$ cat src/rtl/ysyx_23060229_shift_pkg.sv
// Shared definitions for the iterative shifter.
//   SHIFT_*        : 2-bit operation encodings presented on in_op
//   shift_state_e  : control FSM states
// Optional rotate support is selected by YSYX_23060229_SHIFT_ROTATE_EN
// (see ysyx_23060229_iter_shifter.sv).
package ysyx_23060229_shift_pkg;

  localparam logic [1:0] SHIFT_SLL = 2'b00;
  localparam logic [1:0] SHIFT_SRL = 2'b01;
  localparam logic [1:0] SHIFT_SRA = 2'b10;
  localparam logic [1:0] SHIFT_ROR = 2'b11;

  typedef enum logic [1:0] {
    IDLE = 2'd0,
    BUSY = 2'd1,
    DONE = 2'd2
  } shift_state_e;

endpackage

$ cat src/rtl/ysyx_23060229_shift_step.sv
// Combinational single-step shifter: shifts data by n (0..STEP) bits.
//   data   in  XLEN        value to shift
//   op     in  2           SLL / SRL / SRA / ROR encoding
//   sign   in  1           fill bit for SRA
//   n      in  NW          step amount, never larger than STEP
//   result out XLEN        shifted value
// Macro YSYX_23060229_SHIFT_ROTATE_EN enables the rotate case.
module ysyx_23060229_shift_step
  import ysyx_23060229_shift_pkg::*;
#(
  parameter  int XLEN = 32,
  parameter  int STEP = 8,
  localparam int NW   = $clog2(STEP + 1)
) (
  input  logic [XLEN-1:0] data,
  input  logic [1:0]      op,
  input  logic            sign,
  input  logic [NW-1:0]   n,
  output logic [XLEN-1:0] result
);

  // Every op is a slice of a 2*XLEN word {hi, data} shifted by n: the
  // upper half supplies the fill (zeros, sign copies or the data itself
  // for a rotate). Because n <= STEP this is only a STEP-wide mux.
  logic [XLEN-1:0]   hi;
  logic              left;
  logic [2*XLEN-1:0] shifted;

  always_comb begin
    hi   = '0;
    left = 1'b0;
    case (op)
      SHIFT_SLL: left = 1'b1;
      SHIFT_SRA: hi   = {XLEN{sign}};
`ifdef YSYX_23060229_SHIFT_ROTATE_EN
      SHIFT_ROR: hi   = data;
`endif
      default:   hi   = '0;
    endcase
    shifted = left ? ({hi, data} << n) : ({hi, data} >> n);
    result  = shifted[XLEN-1:0];
  end

endmodule

$ cat src/rtl/ysyx_23060229_iter_shifter.sv
// Multi-cycle shifter for the EXU: shifts at most STEP bits per cycle.
//   clock, reset (async, active high), flush (sync abandon)
//   in_valid/in_ready, in_op, in_src1, in_shamt : operand handshake
//   out_valid/out_ready, out_result             : result handshake
//   busy                                        : high in BUSY or DONE
// Macro YSYX_23060229_SHIFT_ROTATE_EN: op 11 is rotate-right. When
// undefined, op 11 returns in_src1 unchanged with single-cycle latency.
module ysyx_23060229_iter_shifter
  import ysyx_23060229_shift_pkg::*;
#(
  parameter  int XLEN    = 32,
  parameter  int STEP    = 8,
  localparam int SHAMT_W = $clog2(XLEN)
) (
  input  logic               clock,
  input  logic               reset,
  input  logic               flush,
  input  logic               in_valid,
  output logic               in_ready,
  input  logic [1:0]         in_op,
  input  logic [XLEN-1:0]    in_src1,
  input  logic [SHAMT_W-1:0] in_shamt,
  output logic               out_valid,
  input  logic               out_ready,
  output logic [XLEN-1:0]    out_result,
  output logic               busy
);

  localparam int NW = $clog2(STEP + 1);

  shift_state_e       state, state_nxt;
  logic [1:0]         op_q;
  logic               sign_q;
  logic [XLEN-1:0]    work;
  logic [SHAMT_W-1:0] rem, rem_nxt, acc_shamt;
  logic [NW-1:0]      n;
  logic [XLEN-1:0]    step_out;
  logic               accept;

  assign in_ready  = (state == IDLE) & ~flush;
  assign accept    = in_valid & in_ready;
  assign out_valid = (state == DONE);
  assign busy      = (state != IDLE);

`ifdef YSYX_23060229_SHIFT_ROTATE_EN
  assign acc_shamt = in_shamt;
`else
  // Reserved op: a zero count sends it straight to DONE with src1.
  assign acc_shamt = (in_op == SHIFT_ROR) ? '0 : in_shamt;
`endif

  // n = min(rem, STEP); rem < STEP always fits in NW bits
  always_comb begin
    if (32'(rem) >= 32'(STEP)) n = NW'(STEP);
    else                       n = NW'(rem);
    rem_nxt = rem - SHAMT_W'(n);
  end

  ysyx_23060229_shift_step #(
    .XLEN (XLEN),
    .STEP (STEP)
  ) u_step (
    .data   (work),
    .op     (op_q),
    .sign   (sign_q),
    .n      (n),
    .result (step_out)
  );

  always_ff @(posedge clock or posedge reset) begin
    if (reset) state <= IDLE;
    else       state <= state_nxt;
  end

  always_comb begin
    state_nxt = state;
    if (flush) begin
      state_nxt = IDLE;
    end else begin
      case (state)
        IDLE:    if (accept) state_nxt = (acc_shamt == '0) ? DONE : BUSY;
        BUSY:    if (rem_nxt == '0) state_nxt = DONE;
        DONE:    if (out_ready) state_nxt = IDLE;
        default: state_nxt = IDLE;
      endcase
    end
  end

  // Datapath; a flush leaves registers alone since state alone gates use.
  always_ff @(posedge clock or posedge reset) begin
    if (reset) begin
      op_q       <= '0;
      sign_q     <= 1'b0;
      work       <= '0;
      rem        <= '0;
      out_result <= '0;
    end else if (!flush) begin
      if (accept) begin
        op_q   <= in_op;
        sign_q <= in_src1[XLEN-1];
        work   <= in_src1;
        rem    <= acc_shamt;
        if (acc_shamt == '0) out_result <= in_src1;
      end else if (state == BUSY) begin
        work <= step_out;
        rem  <= rem_nxt;
        if (rem_nxt == '0) out_result <= step_out;
      end
    end
  end

endmodule
$ cat config.mk
export PLATFORM = sky130hd
export DESIGN_NAME = ysyx_23060229_iter_shifter
export DESIGN_NICKNAME = d
export VERILOG_FILES = /design/src/rtl/ysyx_23060229_shift_pkg.sv /design/src/rtl/ysyx_23060229_shift_step.sv /design/src/rtl/ysyx_23060229_iter_shifter.sv
export SDC_FILE = /design/constraint.sdc
export NUM_CORES = 1
export LEC_CHECK = 0
export ABC_AREA = 0
export BUFFER_PORTS_ARGS = -buffer_cell sky130_fd_sc_hd__buf_2
export CORE_ASPECT_RATIO = 1.2
export CORE_MARGIN = 2
export CORE_UTILIZATION = 50
export DETAILED_ROUTE_END_ITERATION = 7
export HOLD_SLACK_MARGIN = 0.02
export PLACE_DENSITY = 0.68
export SYNTH_ARGS = -nofsm -noshare
export SYNTH_HDL_FRONTEND = slang
export SYNTH_SLANG_ARGS = --single-unit
$ cat constraint.sdc
create_clock -name clock -period 3.46 [get_ports clock]
set_input_delay 0.173 -clock clock [delete_from_list [all_inputs] [get_ports clock]]
set_output_delay 0.173 -clock clock [all_outputs]
set_load 0.005 [all_outputs]
==> results of run 1 <==
-- flip-flops by register name (all words and copies together) (netlist names) --
name        flops
op_q            2
work           32
rem             5
sign_q          1
out_result     32
state           2
-- tightest hold or removal path, cell delays in order --
cell and delay (ps):
buf_2 90, nand2_1 40, nand2_1 50
-- per-layer routing --
| layer | global-route usage, % | share of wire, % | vias up |
|---|---|---|---|
| li1 | - | - | 3429 |
| met4 | 18.91 | 5.7 | 0 |
| met3 | 10.86 | 14 | 161 |
| met2 | 51.63 | 39 | 635 |
| met1 | 55.75 | 41 | 3567 |
| met5 | 0 | 0 | - |
-- where the power goes --
part           switching (W)  internal, W
clock               0.000376     0.000652
sequential          0.000779      0.00125
combinational        0.00353      0.00196
-- synth_stat cells, types with 7 or more instances --
| library cell | instances | area (um^2) |
|---|---|---|
| a211o_1 | 7 | 61.31 |
| a211oi_1 | 16 | 120.1 |
| a21oi_1 | 62 | 310.3 |
| a22oi_1 | 7 | 52.55 |
| a31oi_1 | 17 | 106.4 |
| buf_2 | 41 | 205.2 |
| clkbuf_1 | 43 | 161.4 |
| dfrtp_1 | 74 | 1852 |
| inv_1 | 17 | 63.81 |
| mux2i_1 | 9 | 90.09 |
| nand2_1 | 129 | 484.2 |
| nand2b_1 | 19 | 118.9 |
| nand3_1 | 33 | 165.2 |
| nor2_1 | 69 | 259.0 |
| nor2b_1 | 13 | 81.33 |
| nor3_1 | 10 | 50.05 |
| nor4b_1 | 13 | 113.9 |
| o2111ai_1 | 9 | 78.83 |
| o211ai_1 | 9 | 67.56 |
| o21a_1 | 9 | 67.56 |
| o21ai_0 | 80 | 400.4 |
| o21ai_1 | 12 | 60.06 |
| o221ai_1 | 11 | 96.34 |
| o22ai_1 | 23 | 143.9 |
| o31ai_1 | 24 | 180.2 |
-- logic make-up after synthesis --
group / synth area share [%]
AO/OA/AOI/OAI: 36.61
AND/OR/NAND/NOR: 25.06
buffers and inverters: 7.971
flip-flops: 27.76
multiplexers: 2.363
adder cells (fa/ha/maj): 0.1875
other: 0.05621
-- stage by stage --
stage	hold WS (ps)	utilization, %	total power [W]
detailed placement	356.9	54.22	0.007186
global placement	354.3	54.22	0.007227
global route	49.84	56.87	0.008927
CTS	39.62	56.87	0.008240
finish	41.18	56.87	0.008549
floorplan	243.8	-	0.005390
-- layout by cell type, fill, tap and decap left out, types with 9 or more instances in the layout --
master | synthesis | routed
mux2i_1 | 9 | 9
nand3_1 | 33 | 33
clkbuf_16 | 0 | 9
nor2_1 | 69 | 69
inv_1 | 17 | 16
o221ai_1 | 11 | 11
nand2b_1 | 19 | 19
nand2_1 | 129 | 129
buf_2 | 41 | 78
o211ai_1 | 9 | 9
a21oi_1 | 62 | 62
a31oi_1 | 17 | 17
o22ai_1 | 23 | 23
dfrtp_1 | 74 | 72
nor3_1 | 10 | 10
o2111ai_1 | 9 | 9
nor2b_1 | 13 | 13
o21a_1 | 9 | 9
nor4b_1 | 13 | 13
o21ai_0 | 80 | 80
a211oi_1 | 16 | 16
buf_4 | 4 | 32
o21ai_1 | 12 | 10
o31ai_1 | 24 | 24
-- final timing paths --
| check | startpoint | endpoint | slack, ps | depth (start not counted) |
|---|---|---|---|---|
| setup / recovery | rem[3] | work[9] | 510 | 7 |
| hold / removal | in_op[0] | op_q[0] | 40 | 3 |
| setup reg to reg | rem[3] | work[9] | 510 | 7 |
| hold reg to reg | out_result[30] | out_result[30] | 480 | 2 |
| max in group asynchronous | reset | work[12] | 2040 | 4 |
| min in group asynchronous | reset | out_result[10] | 540 | 3 |
-- final cells by class --
type | count | area (um^2)
inverters | 17 | 65.06
well taps | 168 | 210.2
multi-input cells | 711 | 4315
repair buffers | 114 | 690.7
clock buffers | 10 | 239.0
clock inverters | 6 | 87.58
flip-flops and latches | 74 | 1854
fillers | 1248 | 5660
-- repair_timing --
item | 4_1_cts | 5_1_grt
hold buffers | 2 | 0
gates resized for setup | 0 | 0
hold endpoints to repair | 48 | 0
==> flow_metrics.tcl, run 1 <==
set metrics [dict create \
    outcome "finished with violations" \
    violations "design-rule violations" \
    tns_ps 0 \
    cts_sinks 74 \
    cellPowerDensity_nw_per_um2 1146 \
    clk_pin_slew_ps 60 \
    path_cells "buf_4, or3b_1, o32ai_1, o21a_1, a2111oi_0, nor3_1, o21ai_0" \
    fin_nets 972 \
    overflow 0 \
    fmaxAchievable_mhz 338.4 \
    start_util_pct 50.84 \
    synthArstFlopShare_pct 100.0 \
    vdd_drop_max_v 0.0005057 \
    path_class "reg2reg" \
    crit_path_max_incr_delay_ps 790 \
    drive_above_1_share_pct 18.03 \
    synth.net_count 944 \
    port_buffers 78 \
    vias_per_cell 7.084 \
    dpl_cell_area_um2 7116 \
    core_um2 13120 \
    setup_viol 0 \
    critical-path-top-delay-family "simple AND/OR/NAND/NOR gates" \
    slew_violations 0 \
    cts-buffers-inserted 9 \
    placed_cells 1082 \
    area_delta_synth_final_pct 11.85 \
    final_area_um2 7462 \
    clockBufferDepth 2 \
    grt_pass1_wl_mm 40.95 \
    finalCriticalPeriod_ps 2955 \
    dr.pass1.iters 8 \
    worstHoldPathType "in2reg" \
    ios 79 \
    skew_ps 7.954 \
    cp_max_fo 29 \
    worst_pin_slew_ps 956.2 \
    grt_max_degree 61 \
    rsz0062_at_grt "false" \
    ys_ff_latch 74 \
    p_leak_nw 3.076 \
    cp_data_required_time_ps 3640 \
    dieArea_um2 14290 \
    finalWorstSetupSlack_ps 505.1 \
    syn_area_um2 6671 \
    cts_tree "yes" \
    slew_headroom_pct 36.18 \
    cp_slowest_cell "or3b_1" \
    num_rows 46 \
    maxCapViolCount 0 \
    fin_crit_sh_pct 85.40 \
    vias 7792 \
    insertion_delay_ps 340 \
    finalNonFillerCells 1100 \
    yosys_warnings 0 \
    cts_max_level 3 \
    cts-root-buf "clkbuf_16" \
    dp_hpwl_mm 19.15 \
    place.gp.congestion 1.035 \
    synth-edff-count 0 \
    synthDistinctLibCells 78 \
    grt_pass1_vias 6954 \
    grt_usage_pct 38.35 \
    hold_viol 0 \
    ys_dominant_reg_cell "dfrtp_1" \
    postRouteWirelength_mm 27.14 \
    worstSetupEndpointType "flop" \
    postCtsSetupBuffers 0 \
    antenna_found_initial 1 \
    ys_seq_area_share_pct 27.76 \
    ant_nets 0 \
    antenna_cells 0 \
    wl_per_cell_um 24.67 \
    drtIter0Drc 1421 \
    drc 10 \
    die_h_um 130.5 \
    die_w_um 109.4 \
    syn_area_per_cell_um2 7.421 \
    worstPathArrival_ps 3130 \
    place_ws_ps 614.5 \
    syn_inst 899 \
    crit_path_start_kind "flop" \
    crit_buf_inv 1 \
]
(Power assumes the default switching activity.)
==> run 2, diff against run 1 <==
--- a/config.mk
+++ b/config.mk
@@ -7,7 +7,6 @@
 export LEC_CHECK = 0
 export ABC_AREA = 0
 export BUFFER_PORTS_ARGS = -buffer_cell sky130_fd_sc_hd__buf_2
-export CORE_ASPECT_RATIO = 1.2
 export CORE_MARGIN = 2
 export CORE_UTILIZATION = 50
 export DETAILED_ROUTE_END_ITERATION = 7
==> run 2 against run 1 <==
  * The flow now finishes without violations
  * Sequential cell count unchanged
  * Highest routed layer unchanged
  * Critical path depth decreased by 1
  * Global-route usage up 0.34 points
  * Wire length grew 1.8%
  * Clock power decreased by 8%
  * Register-to-register slack got worse by 40 ps
==> flow_metrics.tcl, run 2 (synthesis results as in run 1) <==
set metrics [dict create \
    outcome "completed" \
    area_delta_synth_final_pct 12.34 \
    cts_resized 0 \
    die_w_um 119.5 \
    reg2reg_from "rem[1]" \
    cts_hold_buf 2 \
    fin_crit_sh_pct 86.57 \
    drc 0 \
    r2r_end "work[19]" \
    dp_hpwl_mm 19.50 \
    maxCapViolCount 0 \
    drive_above_1_share_pct 18.20 \
    vias_per_cell 7.038 \
    cts_max_level 3 \
    p_leak_nw 3.076 \
    cts_sinks 74 \
    hold_ws_ps 47.28 \
    cts-root-buf "clkbuf_16" \
    die_h_um 119.5 \
    drtIter0Drc 1656 \
    start_util_pct 50.78 \
    fmaxAchievable_mhz 333.9 \
    rsz0062_at_grt "false" \
    fin_nets 975 \
    worstHoldPathType "in2reg" \
    grt_max_degree 117 \
    worstPathArrival_ps 3180 \
    vdd_drop_max_v 0.0005163 \
    grt_pass1_vias 7100 \
    core_um2 13140 \
    path_class "reg2reg" \
    finalCriticalPeriod_ps 2995 \
    cp_max_fo 22 \
    cts-buffers-inserted 9 \
    cp_data_required_time_ps 3650 \
    ios 79 \
    crit_path_start_kind "flop" \
    insertion_delay_ps 340 \
    cts_tree "yes" \
    cellPowerDensity_nw_per_um2 1144 \
    vias 7812 \
    mostFrequentLayoutCells "nand2_1, o21ai_0, buf_2" \
    clockBufferDepth 2 \
    grt_usage_pct 38.69 \
    slew_headroom_pct 35.32 \
    cp_slowest_cell "or3b_1" \
    worst_pin_slew_ps 970.2 \
    fin_util_pct 57.05 \
    postRouteWirelength_mm 27.63 \
    startpoint "rem[1]" \
    crit_path_max_incr_delay_ps 810 \
    reg2reg_slack_ps 460 \
    clk_pin_slew_ps 60 \
    path_cells "or3b_1, a21oi_1, a22o_1, a211oi_1, a311oi_1, o21ai_0" \
    port_buffers 78 \
    hold_viol 0 \
    dieArea_um2 14280 \
    reg2regPathDepth 6 \
    postCtsSetupBuffers 0 \
    dr.pass1.iters 6 \
    cp-endpoint "work[19]" \
    setup_viol 0 \
    tns_ps 0 \
    slew_violations 0 \
    ant_nets 0 \
    grt_pass1_wl_mm 42.50 \
    num_rows 42 \
    overflow 0 \
    worstSetupEndpointType "flop" \
    layout_commonest_cell "nand2_1" \
    antenna_cells 0 \
    antenna_found_initial 0 \
    top_regs "out_result x32, work x32, rem x5" \
    place.gp.congestion 1.071 \
    skew_ps 11.47 \
    wl_per_cell_um 24.89 \
]
[run 2: cell count changes in the layout (fill, tap and decap cells not counted)]
| cell | delta |
|---|---|
| buf_4 | +1 |
| clkinvlp_4 | +2 |
| buf_12 | +2 |
| clkinv_2 | -2 |
| bufinv_16 | -1 |
[run 2: through the flow]
step	cell area (um^2)	total power, W	worst slack, ps	instances
final	7495	0.008574	464.7	1110
after global routing	7495	0.008980	369.5	1110
after floorplan	6671	0.005390	498.2	899
after CTS	7495	0.008242	637.3	1110
after detailed placement	7173	0.007264	655.0	1093
after global placement	7173	0.007312	604.5	1093
[run 2: area by class of cell]
cell class / count / area [um^2]
Multi-Input combinational cell: 711 / 4315
Fill cell: 1281 / 5643
Clock buffer: 10 / 239.0
Tap cell: 176 / 220.2
Inverter: 17 / 65.06
Timing Repair Buffer: 117 / 738.2
Clock inverter: 5 / 62.56
Sequential cell: 74 / 1854
[run 2: worst min path at each step]
stage	slack [ps]	from	end	cells past startpoint
global placement	330	reset	work[6]	2
detailed placement	330	reset	work[6]	2
CTS	40	in_src1[31]	sign_q	3
finish	50	in_src1[31]	sign_q	3
global route	60	in_src1[31]	sign_q	3
floorplan	240	flush	state[0]	1
[run 2: routing by layer]
layer / share of wire (%) / vias up / track usage [%]
li1: - / 3431 / -
met1: 42 / 3595 / 58.46
met2: 39 / 671 / 51.00
met3: 15 / 115 / 12.55
met4: 4.1 / 0 / 13.53
met5: 0 / - / 0
[run 2: report_power, final]
group	internal (W)	total [W]	switching [W]
Sequential	0.00125	0.00203	0.000780
Clock	0.000578	0.000948	0.000370
Combinational	0.00200	0.00560	0.00359
Total	0.00383	0.00857	0.00474
[run 2: critical path: cells and delay by family (launching register included)]
| kind | cells | cell delay [ps] |
|---|---|---|
| compound gates | 5 | 1390 |
| flops | 1 | 650 |
| simple gates | 1 | 810 |
